==> src/rtl/tt_factory_test_gen.sv <==
// tt_factory_test_gen: bring-up pattern source for a TT tile (loopback, counter, LFSR, walking-one)
// Config is latched from ui_in once after reset release; outputs pass ui_in through while in reset.
module tt_factory_test_gen #(
   parameter int               WIDTH     = 8,
   parameter int               CNT_W     = 8,
   parameter int               PRESC_W   = 4,
   parameter logic [WIDTH-1:0] LFSR_TAPS = 8'hB8
) (
   input  logic             clk,
   input  logic             rst_n,
   input  logic             ena,
   input  logic [WIDTH-1:0] ui_in,
   output logic [WIDTH-1:0] uo_out,
   input  logic [WIDTH-1:0] uio_in,
   output logic [WIDTH-1:0] uio_out,
   output logic [WIDTH-1:0] uio_oe
);
   typedef enum logic {IDLE, RUN} state_e;
   state_e             state_q, state_d;
   logic [1:0]         sync_q, mode_q, mode_d;
   logic [PRESC_W-1:0] presc_q, presc_d, pc_q, pc_d;
   logic [CNT_W-1:0]   cnt_q, cnt_d;
   logic [WIDTH-1:0]   lfsr_q, lfsr_d, lfsr_n, walk_q, walk_d;
   logic               tick, frz, unused_ok;
   assign unused_ok = &{1'b0, ena};
   assign frz = ui_in[3];
   always_ff @(posedge clk or negedge rst_n) begin
      if (!rst_n) begin
         sync_q  <= '0;
         state_q <= IDLE;
         mode_q  <= '0;
         presc_q <= '0;
         pc_q    <= '0;
         cnt_q   <= '0;
         lfsr_q  <= WIDTH'(1);
         walk_q  <= WIDTH'(1);
      end else begin
         sync_q  <= {sync_q[0], 1'b1};
         state_q <= state_d;
         mode_q  <= mode_d;
         presc_q <= presc_d;
         pc_q    <= pc_d;
         cnt_q   <= cnt_d;
         lfsr_q  <= lfsr_d;
         walk_q  <= walk_d;
      end
   end
   // A zero result would lock the LFSR, so it is forced back to the seed.
   always_comb begin
      lfsr_n = (lfsr_q >> 1) ^ (lfsr_q[0] ? LFSR_TAPS : '0);
      if (lfsr_n == '0) lfsr_n = WIDTH'(1);
   end
   always_comb begin
      state_d = state_q;
      mode_d  = mode_q;
      presc_d = presc_q;
      tick    = state_q == RUN && !frz && pc_q == presc_q;
      pc_d    = (state_q != RUN || frz) ? pc_q : (tick ? '0 : pc_q + PRESC_W'(1));
      cnt_d   = (tick && mode_q == 2'd1) ? cnt_q + CNT_W'(1) : cnt_q;
      lfsr_d  = (tick && mode_q == 2'd2) ? lfsr_n : lfsr_q;
      walk_d  = (tick && mode_q == 2'd3) ? {walk_q[WIDTH-2:0], walk_q[WIDTH-1]} : walk_q;
      if (state_q == IDLE && sync_q[1]) begin
         state_d = RUN;
         mode_d  = ui_in[1:0];
         presc_d = ui_in[4 +: PRESC_W];
      end
   end
   always_comb begin
      uo_out  = '0;
      uio_out = '0;
      uio_oe  = '0;
      if (!rst_n) uo_out = ui_in;
      else if (state_q == RUN) begin
         case (mode_q)
            2'd0: uo_out = uio_in;
            2'd1: begin
               uo_out  = cnt_q[WIDTH-1:0];
               uio_out = cnt_q[CNT_W-1 -: WIDTH];
               uio_oe  = '1;
            end
            2'd2: begin
               uo_out  = lfsr_q;
               uio_out = lfsr_q;
               uio_oe  = '1;
            end
            default: begin
               uo_out  = walk_q;
               uio_out = ~walk_q;
               uio_oe  = '1;
            end
         endcase
      end
   end
endmodule

==> config.mk <==
export PLATFORM = sky130hd
export DESIGN_NAME = tt_factory_test_gen
export DESIGN_NICKNAME = d
export VERILOG_FILES = /design/src/rtl/tt_factory_test_gen.sv
export SDC_FILE = /design/constraint.sdc
export NUM_CORES = 1
export LEC_CHECK = 0
export ABC_AREA = 0
export CELL_PAD_IN_SITES_DETAIL_PLACEMENT = 1
export CELL_PAD_IN_SITES_GLOBAL_PLACEMENT = 2
export CORE_MARGIN = 1
export CORE_UTILIZATION = 37
export CTS_BUF_LIST = sky130_fd_sc_hd__clkbuf_8
export DETAILED_ROUTE_END_ITERATION = 8
export PLACE_DENSITY = 0.94
export SYNTH_ARGS = -nofsm -noshare
export SYNTH_HDL_FRONTEND = slang
export SYNTH_SLANG_ARGS = --single-unit
==> constraint.sdc <==
create_clock -name clk -period 4.7 [get_ports clk]
set_input_delay 0.94 -clock clk [delete_from_list [all_inputs] [get_ports clk]]
set_output_delay 0.94 -clock clk [all_outputs]
set_load 0.005 [all_outputs]
* After elaboration in Yosys (flattened, before gate mapping)
Index checks and enable logic that the tools add are counted.
** Storage, ports and cells
- Bits of input ports :: 19
- Output and inout port bits :: 24
- Logic and storage cells :: 39
- Bits in registers :: 37
** Operators by class
- Add/subtract/negate cells :: 2
- Bitwise gates (word level) :: 3
- Multiplexer cells :: 12
- Equality and inequality tests :: 4
- Reductions and logical operators :: 10
** Operators by type and width (number)
- $mux W8 :: 9
- $pmux W8 S3 :: 2
- $add A8 B1 Y8 const B :: 1
- $logic_not A8 Y1 :: 1
- $not A8 Y8 :: 1
- $xor A7 B8 Y8 :: 1
- $logic_and A1 B1 Y1 :: 6
- $add A4 B1 Y4 const B :: 1
- $eq A2 B2 Y1 const B :: 2
- $eq A4 B4 Y1 :: 1
- $mux W4 :: 1
- $eq A2 B1 Y1 const B :: 1
- $logic_not A2 Y1 :: 1
- $logic_not A1 Y1 :: 1
- $logic_or A1 B1 Y1 :: 1
- $not A1 Y1 :: 1

* Longest topological paths before layout
Gate-level depths: netlist of the first run.
- Depth after elaboration :: 4
- Mapped depth :: 6
- Depth with buffers taken out :: 5

* Worst setup path after synthesis of the first run
OpenSTA, ideal clock, no wires.
- Path type :: input -> output
- Start point :: input rst_n
- End point :: output uio_oe[1]
- Arrival :: 1.906 ns
- Path slack :: 1.854 ns
- Data required time :: 3.760 ns
- Buffers on the path :: 2
- Stages on the path :: 4
- Cell sequence :: buf_1 -> nand2_1 -> nor2_1 -> buf_4
** Between the ends
- Word-level cells in the longest chain between the ends :: 1
** Ends and longest elaborated chain
- start: declaration :: line 10 : input logic rst_n,
- $mux W8 :: line 72 : if (!rst_n) uo_out = ui_in;
- end: declaration :: line 16 : output logic [WIDTH-1:0] uio_oe
Every way passes these cells.

* Final worst setup path of the first run
- Start point :: input rst_n
- End point :: output uio_oe[6]
Same word-level chain as after synthesis.

==> reports/metrics.csv, run 1 <==
stage,metric,value,unit
cells_and_area,count of inserted antenna diode cells,0,
global_route,global routing usage summed across all routing layers,0.187,
worst_hold_path,Hold WC Path Type,flip-flop to flip-flop,
pwr,fraction of power spent switching nets,0.334,
clock_tree,Root Driver,clkbuf_8,
sta,Tightest Pin Transition,1.07,ns
clock_tree,cts bufs inserted,5,
sta,clock skew,0.00695,ns
yosys,"Distinct cells, synth",38,
yosys,total number of yosys warnings,0,
floorplanning,ports placed on the boundary,43,
clock_tree,insertion delay of the later-clocked pin in the worst-skew pair,0.29,ns
floorplanning,core outline area,0.00589,sq mm
yosys,number of nets in the synthesized netlist,225,
clock_tree,clock-pin slew on the worst setup and hold paths,0.07,ns
global_route,antenna violations before repair,0,
drt,WL/cell,17.7,um
yosys,register bit count reported by yosys,37,
sta,worst slew margin relative to its limit,0.288,
drt,post-route ant nets,0,
clock_tree,TritonCTS Sinks,37,
setup_path,data arrival time of the critical path,2.78,ns
floorplanning,x dimension of the die,80.0,um
place,number of port buffers,41,
flow_run,max-capacitance violation count,0,
yosys,predominant post-synthesis flop cell,dfrtp_1,
global_route,via count of the first global-routing pass,1672,
clock_tree,buffers inserted during post-CTS setup optimization,0,
drt,total wire length,5500,um
global_route,first-pass GRT wire length,8710,um
place,worst slack after detailed placement,0.947,ns
yosys,Post-synth EDFFs,0,
floorplanning,total die area,0.00640,sq mm
cells_and_area,fraction of layout instances using a drive strength above 1,0.145,
sta,Final min period,3.72,ns
sta,Worst Hold Margin,0.358,ns
yosys,Post-Synthesis Cell Area,0.00225,sq mm
pwr,combinational power share,0.298,
cells_and_area,non-filler instance count after layout,310,
floorplanning,Die Y-Extent,80.0,um
place,"number of placed instances, taps included",302,
setup_path,crit start category,input pin,
yosys,post-synthesis area per instance,11.0,sq um
floorplanning,initial core utilization,0.382,
drt,number of DRC markers in iteration 0,106,
yosys,share of async-settable or async-resettable flops after synthesis,1.00,
setup_path,type of destination of the critical path,primary output,
run_status,result of the run,finished clean,
place,total half-perimeter wirelength after legalization and detailed placement,4130,um
global_route,maximum number of pins on one net before global-route repair,32,
sta,count of final setup violators,0,
setup_path,required time reported for the critical path endpoint,3.76,ns
drt,drt via density,5.21,
clock_tree,clock tree from TritonCTS,yes,
cells_and_area,area growth from synthesis to layout,20.9,%
setup_path,type of the worst setup path,input pin to primary output,
yosys,register area share after synthesis,0.413,
place,Final GP Congestion,0.741,
sta,"crit path setup slack, layout",0.983,ns
cells_and_area,Final Net Count,255,
clock_tree,H-tree depth,2,
pwr,part of the power in the clock network,0.230,
drt,remaining design rule violation count,0,
pwr,worst voltage drop across the vdd grid,0.295,mV
pwr,reported leakage power,1.20,nW
pwr,part of the power in registers,0.472,
clock_tree,number of buffers on the longest clock path,2,
yosys,gate count of the mapped netlist,204,
global_route,total overflow reported by the global router,0,
setup_path,biggest fanout along the worst timing path,24,
drt,vias post-DR,1615,
sta,setup repair after global routing missed its margin,no,
clock_tree,CTS hold repair buffers,0,
pwr,total power density per cell area,331,mW/mm^2
clock_tree,post-cts repair resize count,0,
sta,post-route clock period utilization,0.791,
sta,fin. max-slew vios,0,
drt,DRT Pass-1 Iters,4,
sta,number of failing hold endpoints at the final stage,0,
sta,setup_tns,0,ns
sta,highest clock frequency the design can meet,269,MHz
floorplanning,number of rows created at floorplan,28,
pwr,Internal Dissipation,600,uW
pwr,Switching Power,301,uW
## final cells by class
cell class                 count  area, sq um
sequential                    37          928
inverter                      16         60.1
clock buffer                   5         68.8
fill                         656         3170
clock inverter                 3         11.3
multi-input combinational    132         1140
tap                           75         93.8
timing repair buffer          42          413
## cell usage after synthesis (4+ instances only)
master / number / area (sq um)
mux2_1: 10 / 113
mux2i_1: 14 / 140
nor2_1: 14 / 52.6
nand3_1: 12 / 60.1
mux2_2: 6 / 67.6
buf_4: 9 / 67.6
mux4_2: 8 / 180
inv_1: 16 / 60.1
nand2_1: 7 / 26.3
a22oi_1: 7 / 52.6
buf_2: 4 / 20.0
nor3_1: 4 / 20.0
dfrtp_1: 35 / 876
xnor2_2: 4 / 65.1
xor2_1: 9 / 78.8
o21ai_0: 11 / 55.1
## logic make-up (layout without fill, tap and decap cells)
group / Yosys count / after routing / synth area share
flip-flops: 37 / 37 / 0.413
XOR/XNOR: 16 / 16 / 0.0756
buffers and inverters: 35 / 66 / 0.0790
other: 1 / 1 / 0.00167
AND/OR/NAND/NOR: 54 / 54 / 0.142
adder cells (fa/ha/maj): 2 / 2 / 0.0111
multiplexers: 38 / 38 / 0.222
AO/OA/AOI/OAI: 21 / 21 / 0.0556
## critical path, stage by stage
cell	delay [ns]
buf_2	0.37
nand2_1	0.35
nor2_1	0.48
clkdlybuf4s50_1	0.63
## cell usage in the layout, fill, tap and decap left out, types with 2 or more instances in the layout
| master | n |
|---|---|
| nor4_1 | 2 |
| a22oi_1 | 7 |
| xor2_1 | 9 |
| nor2b_1 | 2 |
| dfstp_2 | 2 |
| clkbuf_8 | 5 |
| nand3_1 | 12 |
| mux2_2 | 6 |
| nor3_1 | 4 |
| o21ai_0 | 11 |
| dfrtp_1 | 35 |
| mux2_1 | 10 |
| nand2_1 | 7 |
| a21oi_1 | 2 |
| clkdlybuf4s50_1 | 40 |
| nand4_1 | 3 |
| ha_1 | 2 |
| xnor2_1 | 3 |
| mux2i_1 | 14 |
| mux4_2 | 8 |
| nor2_1 | 14 |
| inv_1 | 19 |
| xnor2_2 | 4 |
## per-layer routing
metal / global-route usage / vias to the layer above / wire [um]
li1: - / 762 / -
met1: 0.243 / 823 / 2440
met2: 0.315 / 24 / 2800
met3: 0.0389 / 6 / 194
met4: 0.0536 / 0 / 60
met5: 0 / - / 0
## flip-flops by register name, indices dropped and copies added (netlist names)
signal	cells
cnt_q	8
lfsr_q	8
walk_q	8
pc_q	4
presc_q	4
mode_q	2
sync_q	2
state_q	1
## path summary, 6_finish.rpt
| path | start | slack [ns] | end | cells after the start |
|---|---|---|---|---|
| worst max register to register | mode_q[0]$_DFFE_PN0P_ | 2.19 | cnt_q[1]$_DFFE_PN0P_ | 4 |
| worst min-delay path | sync_q[0]$_DFF_PN0_ | 0.36 | sync_q[1]$_DFF_PN0_ | 0 |
| min in group asynchronous | rst_n | 0.58 | presc_q[3]$_DFFE_PN0P_ | 1 |
| worst min register to register | sync_q[0]$_DFF_PN0_ | 0.36 | sync_q[1]$_DFF_PN0_ | 0 |
| max in group asynchronous | rst_n | 3.33 | lfsr_q[0]$_DFFE_PN1P_ | 2 |
| worst max-delay path | rst_n | 0.98 | uio_oe[6] | 4 |
## power groups by stage
stage	sequential (mW)	clock, mW	combinational (mW)
after global placement	0.425	0	0.262
after global routing	0.432	0.228	0.294
final	0.425	0.208	0.268
after detailed placement	0.431	0	0.272
after CTS	0.425	0.214	0.273
after floorplan	0.397	0	0.197
## stage by stage
step | power (mW) | instance area (sq um) | utilization
after global routing | 0.954 | 2720 | 0.462
after CTS | 0.912 | 2720 | 0.462
after global placement | 0.687 | 2640 | 0.448
after floorplan | 0.595 | 2250 | -
final | 0.901 | 2720 | 0.462
after detailed placement | 0.703 | 2640 | 0.448
Power figures use the tool's default switching activity.
==> inputs of run 2 (changes only) <==
--- a/config.mk
+++ b/config.mk
@@ -9,10 +9,10 @@
 export CELL_PAD_IN_SITES_DETAIL_PLACEMENT = 1
 export CELL_PAD_IN_SITES_GLOBAL_PLACEMENT = 2
 export CORE_MARGIN = 1
-export CORE_UTILIZATION = 37
+export CORE_UTILIZATION = 31
 export CTS_BUF_LIST = sky130_fd_sc_hd__clkbuf_8
 export DETAILED_ROUTE_END_ITERATION = 8
-export PLACE_DENSITY = 0.94
+export PLACE_DENSITY = 0.85
 export SYNTH_ARGS = -nofsm -noshare
 export SYNTH_HDL_FRONTEND = slang
 export SYNTH_SLANG_ARGS = --single-unit
==> constraint.sdc (replaced) <==
create_clock -name clk -period 3.39 [get_ports clk]
set_input_delay 0.678 -clock clk [delete_from_list [all_inputs] [get_ports clk]]
set_output_delay 0.678 -clock clk [all_outputs]
set_load 0.005 [all_outputs]
==> run 2 against run 1 <==
Clock skew is 0.0044 ns lower. Design area grew 2.6%. Largest cell class unchanged. Final cell count grew 8.7%. Combinational power increased by 47%. First-iteration DRC count is 23% lower. Critical path depth is 1 higher. Clock power up 40%. Clock-buffer cell count unchanged. Sequential share of layout area shrank 0.87 points. Register-to-register slack lost 0.99 ns. Hold slack improved by 0.0032 ns. Critical path type is now flip-flop to primary output.
==> reports/metrics.csv, run 2 (synthesis results as in run 1) <==
stage,metric,value,unit
sta,worst slew margin relative to its limit,0.622,
setup_path,biggest fanout along the worst timing path,13,
sta,setup repair after global routing missed its margin,no,
pwr,reported leakage power,1.23,nW
clock_tree,Root Driver,clkbuf_8,
cells_and_area,Sequential cell area,928,sq um
worst_hold_path,Hold WC Path Type,flip-flop to flip-flop,
cells_and_area,multi-input combinational cell area,0.00114,sq mm
place,number of port buffers,41,
global_route,total overflow reported by the global router,0,
place,placed cell area,0.00271,sq mm
setup_path,type of destination of the critical path,primary output,
floorplanning,ports placed on the boundary,43,
sta,Final min period,2.99,ns
drt,vias post-DR,1623,
place,"number of placed instances, taps included",329,
cells_and_area,fraction of layout instances using a drive strength above 1,0.166,
place,Final GP Congestion,0.744,
global_route,via count of the first global-routing pass,1809,
global_route,first-pass GRT wire length,9200,um
clock_tree,H-tree depth,2,
cells_and_area,highest-count cells in the layout ignoring fill and taps,"clkdlybuf4s50_1 (40), dfrtp_1 (35), inv_1 (19)",
clock_tree,CTS hold repair buffers,0,
place,total half-perimeter wirelength after legalization and detailed placement,4260,um
global_route,global routing usage summed across all routing layers,0.165,
cells_and_area,Final Net Count,261,
setup_path,data arrival time of the critical path,2.31,ns
clock_tree,cts bufs inserted,5,
setup_path,required time reported for the critical path endpoint,2.71,ns
clock_tree,post-cts repair resize count,0,
cells_and_area,"most common cell after layout, fill and taps aside",clkdlybuf4s50_1,
pwr,worst voltage drop across the vdd grid,0.149,mV
sta,count of final setup violators,0,
floorplanning,Die Y-Extent,87.2,um
drt,drt via density,4.82,
run_status,result of the run,finished clean,
clock_tree,insertion delay of the later-clocked pin in the worst-skew pair,0.29,ns
pwr,Total Power Consumption,1.25,mW
cells_and_area,largest registers,"cnt_q (8), lfsr_q (8), walk_q (8)",
sta,setup_tns,0,ns
drt,remaining design rule violation count,0,
drt,total wire length,5440,um
drt,WL/cell,16.1,um
setup_path,crit start category,flip-flop,
clock_tree,clock-pin slew on the worst setup and hold paths,0.07,ns
floorplanning,x dimension of the die,87.2,um
drt,number of DRC markers in iteration 0,82,
sta,fin. max-slew vios,0,
cells_and_area,fillers,784,
clock_tree,number of buffers on the longest clock path,2,
clock_tree,buffers inserted during post-CTS setup optimization,0,
clock_tree,clock tree from TritonCTS,yes,
sta,Tightest Pin Transition,0.565,ns
cells_and_area,area growth from synthesis to layout,24.0,%
setup_path,type of the worst setup path,flip-flop to primary output,
cells_and_area,final non-filler cell area,0.00279,sq mm
cells_and_area,count of inserted antenna diode cells,0,
sta,number of failing hold endpoints at the final stage,0,
floorplanning,core outline area,0.00691,sq mm
global_route,maximum number of pins on one net before global-route repair,34,
floorplanning,total die area,0.00760,sq mm
drt,post-route ant nets,0,
pwr,total power density per cell area,449,mW/mm^2
global_route,antenna violations before repair,0,
floorplanning,number of rows created at floorplan,30,
drt,DRT Pass-1 Iters,4,
flow_run,max-capacitance violation count,0,
sta,post-route clock period utilization,0.881,
sta,highest clock frequency the design can meet,335,MHz
sta,clock skew,0.00250,ns
floorplanning,initial core utilization,0.326,
cells_and_area,non-filler instance count after layout,337,
clock_tree,TritonCTS Sinks,37,
[run 2: final timing paths]
path,to,start,cells after the start,slack (ns)
max reg2reg,lfsr_q[7]$_DFFE_PN0P_,state_q$_DFFE_PN0P_,6,1.20
max,uo_out[3],mode_q[0]$_DFFE_PN0P_,5,0.40
min reg2reg,sync_q[1]$_DFF_PN0_,sync_q[0]$_DFF_PN0_,0,0.36
max in group asynchronous,lfsr_q[0]$_DFFE_PN1P_,rst_n,3,2.33
min in group asynchronous,state_q$_DFFE_PN0P_,rst_n,2,0.39
min,sync_q[1]$_DFF_PN0_,sync_q[0]$_DFF_PN0_,0,0.36
[run 2: power by group]
part | total (mW) | internal [mW] | switching (mW)
Combinational | 0.395 | 0.210 | 0.185
Sequential | 0.567 | 0.491 | 0.0759
Clock | 0.291 | 0.137 | 0.154
Total | 1.25 | 0.838 | 0.415
[run 2: metal layers]
metal / vias up / part of all wire / global-route usage
li1: 773 / - / -
met1: 815 / 0.47 / 0.215
met2: 26 / 0.48 / 0.266
met3: 9 / 0.026 / 0.0341
met4: 0 / 0.026 / 0.0730
met5: - / 0 / 0
[run 2: final cells by class]
cell class	count	area share
multi-input combinational	132	0.410
sequential	37	0.333
timing repair buffer	48	0.164
tap	96	0.0430
clock buffer	5	0.0247
inverter	16	0.0215
clock inverter	3	0.00404
[run 2: through the flow]
step / setup WS, ns / hold slack [ns] / utilization
after floorplan: 1.07 / 0.331 / -
after CTS: 0.381 / 0.363 / 0.404
after global routing: 0.284 / 0.367 / 0.404
after detailed placement: 0.469 / 0.346 / 0.392
after global placement: 0.463 / 0.333 / 0.392
final: 0.404 / 0.361 / 0.404
[run 2: critical path, stage by stage (launching register included)]
cell             delay [ns]
dfrtp_1                0.70
buf_4                  0.33
mux4_2                 0.35
nand3_1                0.09
o21ai_0                0.08
clkdlybuf4s50_1        0.47
